## src/rtl/wb_stage_pkg.sv

```systemverilog
// ---------------------------------------------------------------------------
// wb_stage_pkg
// Shared definitions for the write-back stage:
//   - load-control encodings carried on mem_ld_ctl_i
//   - datapath widths
//   - default aux FIFO depth and starvation limit
//   - the aux FIFO entry record
// ---------------------------------------------------------------------------
package wb_stage_pkg;

    localparam int DATA_W = 32;
    localparam int ADDR_W = 5;

    // Load-control codes; 6 and 7 are unused and behave like LD_ALU.
    localparam logic [2:0] LD_ALU = 3'd0;
    localparam logic [2:0] LD_W   = 3'd1;
    localparam logic [2:0] LD_B   = 3'd2;
    localparam logic [2:0] LD_BU  = 3'd3;
    localparam logic [2:0] LD_H   = 3'd4;
    localparam logic [2:0] LD_HU  = 3'd5;

    localparam int AUX_DEPTH_DEF  = 2;
    localparam int STARVE_MAX_DEF = 8;

    typedef struct packed {
        logic [ADDR_W-1:0] addr;
        logic [DATA_W-1:0] din;
    } aux_entry_t;

endpackage

```

## src/rtl/wb_aux_fifo.sv

```systemverilog
// ---------------------------------------------------------------------------
// wb_aux_fifo
// Small synchronous FIFO holding late register writes (mul/div, coprocessor)
// until the write-back port has a free slot.
//
// Ports:
//   clk, rst              clock, asynchronous active-high reset (empties FIFO)
//   push, push_addr/din   enqueue request; ignored when full
//   pop                   dequeue request; ignored when empty
//   head_addr/din         entry at the read pointer (valid when !empty)
//   count                 registered occupancy, 0..DEPTH
//   empty                 count == 0
// ---------------------------------------------------------------------------
module wb_aux_fifo
    import wb_stage_pkg::*;
#(
    parameter int DEPTH = AUX_DEPTH_DEF
) (
    input  logic                         clk,
    input  logic                         rst,
    input  logic                         push,
    input  logic [ADDR_W-1:0]            push_addr,
    input  logic [DATA_W-1:0]            push_din,
    input  logic                         pop,
    output logic [ADDR_W-1:0]            head_addr,
    output logic [DATA_W-1:0]            head_din,
    output logic [$clog2(DEPTH+1)-1:0]   count,
    output logic                         empty
);

    localparam int PTR_W = $clog2(DEPTH);
    localparam int CNT_W = $clog2(DEPTH+1);

    aux_entry_t       mem [DEPTH];
    logic [PTR_W-1:0] wr_ptr;
    logic [PTR_W-1:0] rd_ptr;
    logic             do_push;
    logic             do_pop;

    assign empty     = (count == '0);
    assign do_push   = push && (count != CNT_W'(DEPTH));
    assign do_pop    = pop && !empty;
    assign head_addr = mem[rd_ptr].addr;
    assign head_din  = mem[rd_ptr].din;

    // Pointers wrap naturally because DEPTH is a power of two.
    always_ff @(posedge clk or posedge rst) begin
        if (rst) begin
            wr_ptr <= '0;
            rd_ptr <= '0;
            count  <= '0;
        end else begin
            if (do_push) wr_ptr <= wr_ptr + PTR_W'(1);
            if (do_pop)  rd_ptr <= rd_ptr + PTR_W'(1);
            case ({do_push, do_pop})
                2'b10:   count <= count + CNT_W'(1);
                2'b01:   count <= count - CNT_W'(1);
                default: count <= count;
            endcase
        end
    end

    // Storage is data only; emptiness is tracked by the pointers/count.
    always_ff @(posedge clk) begin
        if (do_push) begin
            mem[wr_ptr] <= '{addr: push_addr, din: push_din};
        end
    end

endmodule

```

## src/rtl/wb_stage.sv

```systemverilog
// ---------------------------------------------------------------------------
// wb_stage
// Write-back stage: aligns/extends big-endian load data, registers the
// register-bank write, and merges a late aux writer through a small FIFO.
// When the FIFO head has waited STARVE_MAX cycles behind pipe writes, the
// pipeline is frozen for one cycle so the head can drain.
//
// Ports:
//   clk, rst_i            clock, asynchronous active-high reset
//   mem_we_i/addr_i       MEM-stage write request and destination
//   mem_alu_i             ALU / pass-through result
//   mem_dmem_i            raw data-memory word
//   mem_ld_ctl_i          load type (LD_* in wb_stage_pkg)
//   mem_ba_i              byte address of the load
//   aux_valid_i/addr_i/din_i  late writer offer
//   aux_ready_o           aux FIFO can accept this cycle
//   stall_o               upstream freeze; MEM inputs ignored this cycle
//   wb_we_o/addr_o/din_o  registered register-bank write (also WB forward)
// ---------------------------------------------------------------------------
module wb_stage
    import wb_stage_pkg::*;
#(
    parameter int AUX_DEPTH  = AUX_DEPTH_DEF,
    parameter int STARVE_MAX = STARVE_MAX_DEF
) (
    input  logic        clk,
    input  logic        rst_i,
    input  logic        mem_we_i,
    input  logic [4:0]  mem_addr_i,
    input  logic [31:0] mem_alu_i,
    input  logic [31:0] mem_dmem_i,
    input  logic [2:0]  mem_ld_ctl_i,
    input  logic [1:0]  mem_ba_i,
    input  logic        aux_valid_i,
    input  logic [4:0]  aux_addr_i,
    input  logic [31:0] aux_din_i,
    output logic        aux_ready_o,
    output logic        stall_o,
    output logic        wb_we_o,
    output logic [4:0]  wb_addr_o,
    output logic [31:0] wb_din_o
);

    localparam int CNT_W = $clog2(AUX_DEPTH+1);
    localparam int SV_W  = $clog2(STARVE_MAX+1);

    function automatic logic signed [DATA_W-1:0] ext_byte(input logic [7:0] b,
                                                          input logic       sgn);
        return {{(DATA_W-8){sgn & b[7]}}, b};
    endfunction

    function automatic logic signed [DATA_W-1:0] ext_half(input logic [15:0] h,
                                                          input logic        sgn);
        return {{(DATA_W-16){sgn & h[15]}}, h};
    endfunction

    logic [7:0]               ld_byte_p0;
    logic [15:0]              ld_half_p0;
    logic signed [DATA_W-1:0] ld_data_p0;
    logic                     pipe_wr_p0;

    logic [ADDR_W-1:0]        aux_head_addr;
    logic [DATA_W-1:0]        aux_head_din;
    logic [CNT_W-1:0]         aux_count;
    logic                     aux_empty;
    logic                     aux_push;
    logic                     aux_pop;

    logic [SV_W-1:0]          starve_cnt;
    logic                     stall_q;

    logic                     wb_we_p1;
    logic [ADDR_W-1:0]        wb_addr_p1;
    logic [DATA_W-1:0]        wb_din_p1;

    // ---- stage p0: MEM inputs, load alignment and write arbitration ----
    always_comb begin
        ld_byte_p0 = mem_dmem_i[31:24];
        case (mem_ba_i)
            2'd0:    ld_byte_p0 = mem_dmem_i[31:24];
            2'd1:    ld_byte_p0 = mem_dmem_i[23:16];
            2'd2:    ld_byte_p0 = mem_dmem_i[15:8];
            default: ld_byte_p0 = mem_dmem_i[7:0];
        endcase
        ld_half_p0 = mem_ba_i[1] ? mem_dmem_i[15:0] : mem_dmem_i[31:16];

        ld_data_p0 = mem_alu_i;
        case (mem_ld_ctl_i)
            LD_W:    ld_data_p0 = mem_dmem_i;
            LD_B:    ld_data_p0 = ext_byte(ld_byte_p0, 1'b1);
            LD_BU:   ld_data_p0 = ext_byte(ld_byte_p0, 1'b0);
            LD_H:    ld_data_p0 = ext_half(ld_half_p0, 1'b1);
            LD_HU:   ld_data_p0 = ext_half(ld_half_p0, 1'b0);
            default: ld_data_p0 = mem_alu_i;
        endcase
    end

    // A stall cycle blocks the pipe write so the aux head gets the port.
    assign pipe_wr_p0  = mem_we_i && (mem_addr_i != '0) && !stall_q;
    assign aux_pop     = !pipe_wr_p0 && !aux_empty;
    assign aux_ready_o = (aux_count < CNT_W'(AUX_DEPTH));
    assign aux_push    = aux_valid_i && aux_ready_o;

    wb_aux_fifo #(
        .DEPTH (AUX_DEPTH)
    ) u_aux_fifo (
        .clk       (clk),
        .rst       (rst_i),
        .push      (aux_push),
        .push_addr (aux_addr_i),
        .push_din  (aux_din_i),
        .pop       (aux_pop),
        .head_addr (aux_head_addr),
        .head_din  (aux_head_din),
        .count     (aux_count),
        .empty     (aux_empty)
    );

    // Starvation counter counts cycles the head waits; the stall is a
    // one-cycle pulse that can never repeat back to back.
    always_ff @(posedge clk or posedge rst_i) begin
        if (rst_i) begin
            starve_cnt <= '0;
            stall_q    <= 1'b0;
        end else begin
            stall_q <= (starve_cnt == SV_W'(STARVE_MAX)) && !stall_q;
            if (aux_empty || aux_pop) begin
                starve_cnt <= '0;
            end else if (starve_cnt != SV_W'(STARVE_MAX)) begin
                starve_cnt <= starve_cnt + SV_W'(1);
            end
        end
    end

    // ---- stage p1: registered register-bank write ----
    // Aux entries addressed to r0 are popped but produce no write; when
    // nothing writes, address and data hold their last values.
    always_ff @(posedge clk or posedge rst_i) begin
        if (rst_i) begin
            wb_we_p1   <= 1'b0;
            wb_addr_p1 <= '0;
            wb_din_p1  <= '0;
        end else if (pipe_wr_p0) begin
            wb_we_p1   <= 1'b1;
            wb_addr_p1 <= mem_addr_i;
            wb_din_p1  <= ld_data_p0;
        end else if (aux_pop) begin
            wb_we_p1 <= (aux_head_addr != '0);
            if (aux_head_addr != '0) begin
                wb_addr_p1 <= aux_head_addr;
                wb_din_p1  <= aux_head_din;
            end
        end else begin
            wb_we_p1 <= 1'b0;
        end
    end

    assign stall_o   = stall_q;
    assign wb_we_o   = wb_we_p1;
    assign wb_addr_o = wb_addr_p1;
    assign wb_din_o  = wb_din_p1;

endmodule

```

## config.mk

```make
export PLATFORM = sky130hd
export DESIGN_NAME = wb_stage
export DESIGN_NICKNAME = d
export VERILOG_FILES = /design/src/rtl/wb_stage_pkg.sv /design/src/rtl/wb_aux_fifo.sv /design/src/rtl/wb_stage.sv
export SDC_FILE = /design/constraint.sdc
export NUM_CORES = 1
export LEC_CHECK = 0
export CAP_MARGIN = 40
export CORE_MARGIN = 5
export CORE_UTILIZATION = 40
export CTS_BUF_LIST = sky130_fd_sc_hd__clkbuf_2 sky130_fd_sc_hd__clkbuf_4 sky130_fd_sc_hd__clkbuf_8
export DETAILED_ROUTE_END_ITERATION = 8
export DONT_BUFFER_PORTS = 1
export SLEW_MARGIN = 30
export SYNTH_ARGS = -nofsm -noshare
export SYNTH_HDL_FRONTEND = slang
export SYNTH_SLANG_ARGS = --single-unit
```

## constraint.sdc

```tcl
create_clock -name clk -period 7.4 [get_ports clk]
set_input_delay 2.22 -clock clk [delete_from_list [all_inputs] [get_ports clk]]
set_output_delay 2.22 -clock clk [all_outputs]
set_load 0.01 [all_outputs]
```

==> impl_results.md, run 1 <==
* Status: completed
* Main synth FF type: edfxtp_1
* Sequential share of the synthesized area at 58.6%
* Drt pass-1 iters at 6
* Mapped cell area at 5800 um^2
* Reg2reg end: wb_din_o[31]$_DFFE_PP0P_
* CP Data Arrival Time at 4.00 ns
* Max_cap viols at 0
* Postcts setup bufs at 0
* Seq pwr share at 44.2%
* Switching Share at 31.1%
* CTS tree: done
* Final ANT Viol Nets at 0
* Hold-fix buffers, CTS at 0
* Combinational Power Share at 25.0%
* DRC viols at 0
* Max Root-Sink Buffers at 2
* Initial core utilization at 40.4%
* Area grow syn2layout at 11.8%
* Syn Inst Count at 455
* Worst r2r src: u_aux_fifo.rd_ptr$_DFFE_PP0P_
* Yosys warns at 0
* Setup TNS at 0 ns
* Cell Pwr Density at 362 nW/um^2
* Slowest stage delay, CP at 0.53 ns
* Post-CTS sizing at 0
* Hold EP: stall_o$_DFF_PP0_
* Hold path start: stall_o$_DFF_PP0_
* Worst min-delay path class: reg2reg
* Pin count of the biggest net entering global routing at 54
* #FFs+latches synth at 121
* Reg2Reg Depth at 7
* Synth top area share at 38.3%
* Die Width at 130 um
* Syn Nets at 573
* Clock share of power at 30.8%
* DP HPWL at 11700 um
* Clock root buffer: clkbuf_8
* Fmax at 0.275 GHz
* Post-Layout Inst Area at 6480 um^2
* Final setup violation count at 0
* GRT Total Usage at 19.7%
* Peak VDD IR at 0.197 mV
* Setup crit end kind: flip-flop
* Antenna Cells at 0
* Layout cell share with drive strength beyond 1 at 19.5%
* Worst Path Max Fanout at 53
* Critical path startpoint category: primary input
* Gr ovfl total at 0
* Final Hold Viols at 0
* PortBufs at 0
* Unrepaired setup endpoints after global routing: false
* Top Ports at 155
* Clock sinks at 121
* Inserted Clock Buffers at 17
* Placed inst area at 5990 um^2
* WL/cell at 24.7 um
* Hold path cells at 1
* P_sw at 0.000731 W
* Place WS at 3.30 ns
* Max-Slew Margin vs Limit at 48.4%
* Yosys cell types at 53
* Syn avg cell area at 12.7 um^2
* Pint at 0.00162 W
* Core footprint at 14400 um^2
* Top cells by instance count after synthesis: edfxtp_1 (74), dfrtp_1 (47), mux2i_1 (40)
* Count leader, synth: edfxtp_1
* Final wirelength at 16000 um
* Leak pwr at 2.36 nW
* Die ar. at 17000 um^2
* Synth top area cells: edfxtp_1 (38%), dfrtp_1 (20%), mux2i_1 (6.9%), mux2_2 (6.6%), a21oi_1 (2.8%)
* Vias/cell at 5.91
* Period utilization at 49.2%
* WS Path Type: in2reg
* Drt initial violations at 302
* Critical-path cell list: or4_4 -> o21a_2 -> buf_4 -> nor2_8 -> ha_1 -> nor2_1 -> xnor2_1
* Clock Latency Late Sink at 0.44 ns
* Number of global-route vias before repair at 4056
* Number of nets in the layout at 571
* EDFF count, synth at 74
* Tmin final at 3.64 ns
* Worst Clk Skew at 0.0101 ns
* GP Congestion at 0.840
* Fillers at 1305
* First-pass GRT wire length at 24400 um
* Die height at 130 um
* Largest area contributor in the netlist: edfxtp_1
* Setup ws final at 3.76 ns
* Worst-margin pin slew at 0.774 ns
* H-tree Lvls at 4
* Std-Cell Rows at 44
* Post-synth ARST share at 38.8%
* Routed via count at 3844
* Antenna violations before repair at 0
* Reg-to-reg slack, setup at 4.60 ns
* Critical path's slowest cell: or4_4
* Max-slew violations at 0
* Reg clk slew, reported paths at 0.07 ns
* CP required at 7.76 ns
==> layout by cell type, fill, tap and decap left out, types with 9 or more instances in the layout <==
cell type / Yosys / layout
a21oi_1: 33 / 33
clkbuf_8: 0 / 19
dfrtp_1: 47 / 46
edfxtp_1: 74 / 74
mux2_2: 34 / 34
mux2i_1: 40 / 40
nand2_1: 14 / 14
nand3_1: 9 / 9
nor2_1: 20 / 19
nor2b_1: 10 / 10
o211ai_1: 12 / 12
o21ai_0: 24 / 24
o22ai_1: 17 / 17
==> cell type report <==
cell class                 instances  area, um^2  area share [%]
clock buffer                      20         269            4.15
clock inverter                    12         220            3.40
inverter                           9        36.3           0.560
multi-input combinational        296        2220            34.3
sequential                       121        3400            52.5
tap                              184         230            3.55
timing repair buffer               8         100            1.54
==> worst max path at each step <==
stage | startpoint | endpoint | slack [ns] | cells past startpoint
2_1_floorplan | aux_valid_i | u_aux_fifo.mem[0][0]$_DFFE_PP_ | 3.09 | 2
3_3_place_gp | mem_addr_i[3] | u_aux_fifo.count[1]$_DFFE_PP0P_ | 3.36 | 7
3_5_place_dp | mem_addr_i[3] | u_aux_fifo.count[1]$_DFFE_PP0P_ | 3.30 | 7
4_1_cts | mem_addr_i[3] | u_aux_fifo.count[1]$_DFFE_PP0P_ | 3.77 | 7
5_1_grt | mem_we_i | u_aux_fifo.count[1]$_DFFE_PP0P_ | 3.73 | 8
6_report | mem_addr_i[3] | u_aux_fifo.count[1]$_DFFE_PP0P_ | 3.76 | 7
==> per-layer routing <==
metal / track usage, % / routed length, um
met4: 5.63 / 147
met5: 0 / 0
met3: 12.0 / 2380
met1: 21.6 / 5540
met2: 32.3 / 7980
==> cells by family after synthesis <==
logic type | after synthesis | share of synthesized area (%)
AND/OR/NAND/NOR | 81 | 7.77
AO/OA/AOI/OAI | 130 | 14.9
multiplexers | 74 | 13.5
XOR/XNOR | 8 | 1.21
buffers and inverters | 38 | 3.32
flip-flops | 121 | 58.6
adder cells (fa/ha/maj) | 3 | 0.647
==> registers in the layout, indices dropped and copies added, names as in the netlist <==
name	flops
u_aux_fifo.wr_ptr	1
wb_din_o	32
u_aux_fifo.count	2
u_aux_fifo.rd_ptr	1
stall_o	1
wb_we_o	1
u_aux_fifo.mem	74
starve_cnt	4
wb_addr_o	5
==> through the flow <==
stage	util [%]	total power (W)	instances	hold WS (ns)
after global placement	41.3	0.00161	616	0.518
after CTS	45.1	0.00238	650	0.536
final	45.1	0.00235	650	0.525
after floorplan	-	0.00148	455	0.460
after global routing	45.1	0.00248	650	0.562
after detailed placement	41.7	0.00165	618	0.526
==> power groups by stage <==
stage / clock network (W) / logic, W / registers, W
after global placement: 0 / 0.000558 / 0.00105
after CTS: 0.000736 / 0.000599 / 0.00104
after global routing: 0.000773 / 0.000651 / 0.00106
after floorplan: 0 / 0.000475 / 0.00101
after detailed placement: 0 / 0.000593 / 0.00105
final: 0.000722 / 0.000587 / 0.00104
==> worst max-delay path: cells and delay by family <==
family / cells / cell delay (ns)
AO/OA/AOI/OAI: 1 / 0.20
XOR/XNOR: 1 / 0.13
adder cells (fa/ha/maj): 1 / 0.27
buffers and inverters: 1 / 0.30
AND/OR/NAND/NOR: 3 / 0.86
No activity file was read; power rests on OpenSTA's default activity.
==> run 2: changes to the inputs <==
Clock period 7.4 ns to 3.2 ns, I/O delays scaled along.
==> impl_results.md, run 2 (synthesis gave the netlist of run 1 again) <==
* Combinational Power Share at 24.7% (-0.3 points)
* Die height at 130 um (unchanged)
* Setup TNS at 0 ns (unchanged)
* P_sw at 0.00170 W (+130%)
* Tmin final at 2.31 ns
* Critical path's slowest cell: dfrtp_2
* PortBufs at 0 (unchanged)
* Area grow syn2layout at 11.0%
* Reg-to-reg slack, setup at 0.89 ns (-3.71 ns)
* Fin cells at 655 (+0.77%)
* Max-slew violations at 0 (unchanged)
* CP required at 3.53 ns (-4.23 ns)
* Reg2Reg Depth at 6 (-1)
* Gr ovfl total at 0 (unchanged)
* Initial core utilization at 40.4% (unchanged)
* Reg clk slew, reported paths at 0.08 ns (about the same)
* Final setup violation count at 0 (unchanged)
* Leak pwr at 2.34 nW (-0.72%)
* Placed inst area at 6000 um^2 (+0.21%)
* Die Width at 130 um (unchanged)
* DRC viols at 0 (unchanged)
* Layout cell share with drive strength beyond 1 at 19.8% (+0.26 points)
* First-pass GRT wire length at 23700 um (-3.1%)
* Post-CTS sizing at 0 (unchanged)
* Clock sinks at 121 (unchanged)
* WL/cell at 24.3 um (-1.6%)
* Slowest stage delay, CP at 0.60 ns (+0.07 ns)
* Postcts setup bufs at 0 (unchanged)
* Seq pwr share at 47.0% (+2.8 points)
* Max-Slew Margin vs Limit at 49.0% (+0.68 points)
* Drt initial violations at 263 (-13%)
* H-tree Lvls at 4 (unchanged)
* Period utilization at 72.3%
* Clock root buffer: clkbuf_8
* Final Hold Viols at 0 (unchanged)
* Drt pass-1 iters at 5 (-1)
* Number of nets in the layout at 575 (+0.70%)
* Inserted Clock Buffers at 17 (unchanged)
* Pint at 0.00353 W (+120%)
* Worst-margin pin slew at 0.764 ns (-0.0102 ns)
* Setup crit end kind: flip-flop
* Clock Latency Late Sink at 0.45 ns (about the same)
* Hold-fix buffers, CTS at 0 (unchanged)
* Routed via count at 3802 (-1.1%)
* Reg2reg end: wb_din_o[31]$_DFFE_PP0P_
* Max Root-Sink Buffers at 2 (unchanged)
* Critical-path cell list: nor4_1 -> o22ai_1 -> o21ai_4 -> buf_4 -> nor3_1 -> a311o_1
* CP Data Arrival Time at 2.64 ns (-1.36 ns)
* Layout Utilization at 44.8% (-0.30 points)
* Worst Path Max Fanout at 22 (-58%)
* Clock share of power at 28.3% (-2.5 points)
* Commonest non-fill, non-tap cells in the layout: edfxtp_1 (74), dfrtp_1 (46), mux2i_1 (40)
* DP HPWL at 12100 um (+3.1%)
* Critical path startpoint category: flip-flop
* Max reg flops at 74 (unchanged)
* Cell Pwr Density at 813 nW/um^2 (+120%)
* Status: completed
* Post-Layout Inst Area at 6440 um^2 (-0.66%)
* WS Path Type: reg2reg
* Max_cap viols at 0 (unchanged)
* Hold slack at 0.471 ns (-0.0544 ns)
* Number of global-route vias before repair at 4011 (-1.1%)
* Largest Register: u_aux_fifo.mem
* Final wirelength at 15900 um (-0.84%)
* Worst r2r src: u_aux_fifo.rd_ptr$_DFFE_PP0P_
* Die ar. at 17000 um^2 (unchanged)
* Peak VDD IR at 0.480 mV (+140%)
* CTS tree: done
* Dpl cells at 622 (+0.65%)
* Core footprint at 14400 um^2 (unchanged)
* Std-Cell Rows at 44 (unchanged)
* Vias/cell at 5.80 (-1.8%)
* Fmax at 0.432 GHz
* Switching Share at 32.5% (+1.4 points)
* Worst min-delay path class: in2async
* Unrepaired setup endpoints after global routing: false
* Worst Clk Skew at 0.0108 ns (+0.000721 ns)
* Commonest non-fill, non-tap cell in the layout: edfxtp_1
* GRT Total Usage at 19.2% (-0.47 points)
* GP Congestion at 0.807 (-3.9%)
* Final ANT Viol Nets at 0 (unchanged)
* Pin count of the biggest net entering global routing at 34 (-37%)
* Top Ports at 155 (unchanged)
* Antenna violations before repair at 0 (unchanged)
-- run 2: changes by cell type in the layout (fill, tap and decap cells not counted) --
cell	change
buf_12	+2
buf_16	-2
buf_4	+4
bufinv_16	-2
clkbuf_4	-1
clkbuf_8	-2
clkinv_1	+2
clkinv_2	-1
clkinv_4	+1
diode_2	+1
inv_2	+1
inv_4	-1
inv_6	+3
-- run 2: stage by stage --
step	power (W)	worst slack [ns]
finish	0.00523	0.887
CTS	0.00532	0.843
detailed placement	0.00382	0.632
floorplan	0.00343	0.151
global route	0.00553	0.719
global placement	0.00378	0.648
-- run 2: critical path, delay by kind of cell (launching register included) --
family,cells,cell delay (ns)
simple gates,2,0.48
buf+inv,1,0.35
compound gates,3,0.76
flops,1,0.60
-- run 2: worst max path at each step --
| stage | startpoint | end | slack, ns | depth (start not counted) |
|---|---|---|---|---|
| 2_1_floorplan | aux_valid_i | u_aux_fifo.mem[0][0]$_DFFE_PP_ | 0.15 | 2 |
| 5_1_grt | u_aux_fifo.rd_ptr$_DFFE_PP0P_ | wb_din_o[31]$_DFFE_PP0P_ | 0.72 | 6 |
| 3_5_place_dp | mem_addr_i[3] | u_aux_fifo.count[1]$_DFFE_PP0P_ | 0.63 | 6 |
| 6_report | u_aux_fifo.rd_ptr$_DFFE_PP0P_ | wb_din_o[31]$_DFFE_PP0P_ | 0.89 | 6 |
| 3_3_place_gp | mem_addr_i[3] | u_aux_fifo.count[1]$_DFFE_PP0P_ | 0.65 | 6 |
| 4_1_cts | u_aux_fifo.rd_ptr$_DFFE_PP0P_ | wb_din_o[31]$_DFFE_PP0P_ | 0.84 | 6 |
-- run 2: power groups by stage --
stage,registers [W],clock network (W),logic (W)
global route,0.00251,0.00160,0.00142
CTS,0.00247,0.00152,0.00133
detailed placement,0.00251,0,0.00131
floorplan,0.00233,0,0.00110
global placement,0.00249,0,0.00129
finish,0.00246,0.00148,0.00129
-- run 2: area by class of cell --
type                            instances  area (um^2)
Fill cell                            1310         7930
Clock buffer                           17          234
Multi-Input combinational cell        296         2220
Tap cell                              184          230
Clock inverter                         15          198
Timing Repair Buffer                   12          115
Inverter                                9         33.8
Antenna cell                            1         2.50
Sequential cell                       121         3400
-- run 2: metal layers --
metal / up-vias / track usage, % / part of all wire [%] / wire length (um)
li1: 1760 / - / - / -
met4: 0 / 5.87 / 1.3 / 204
met3: 22 / 12.2 / 14 / 2160
met1: 1876 / 20.7 / 36 / 5800
met2: 144 / 31.4 / 49 / 7750
met5: - / 0 / 0 / 0
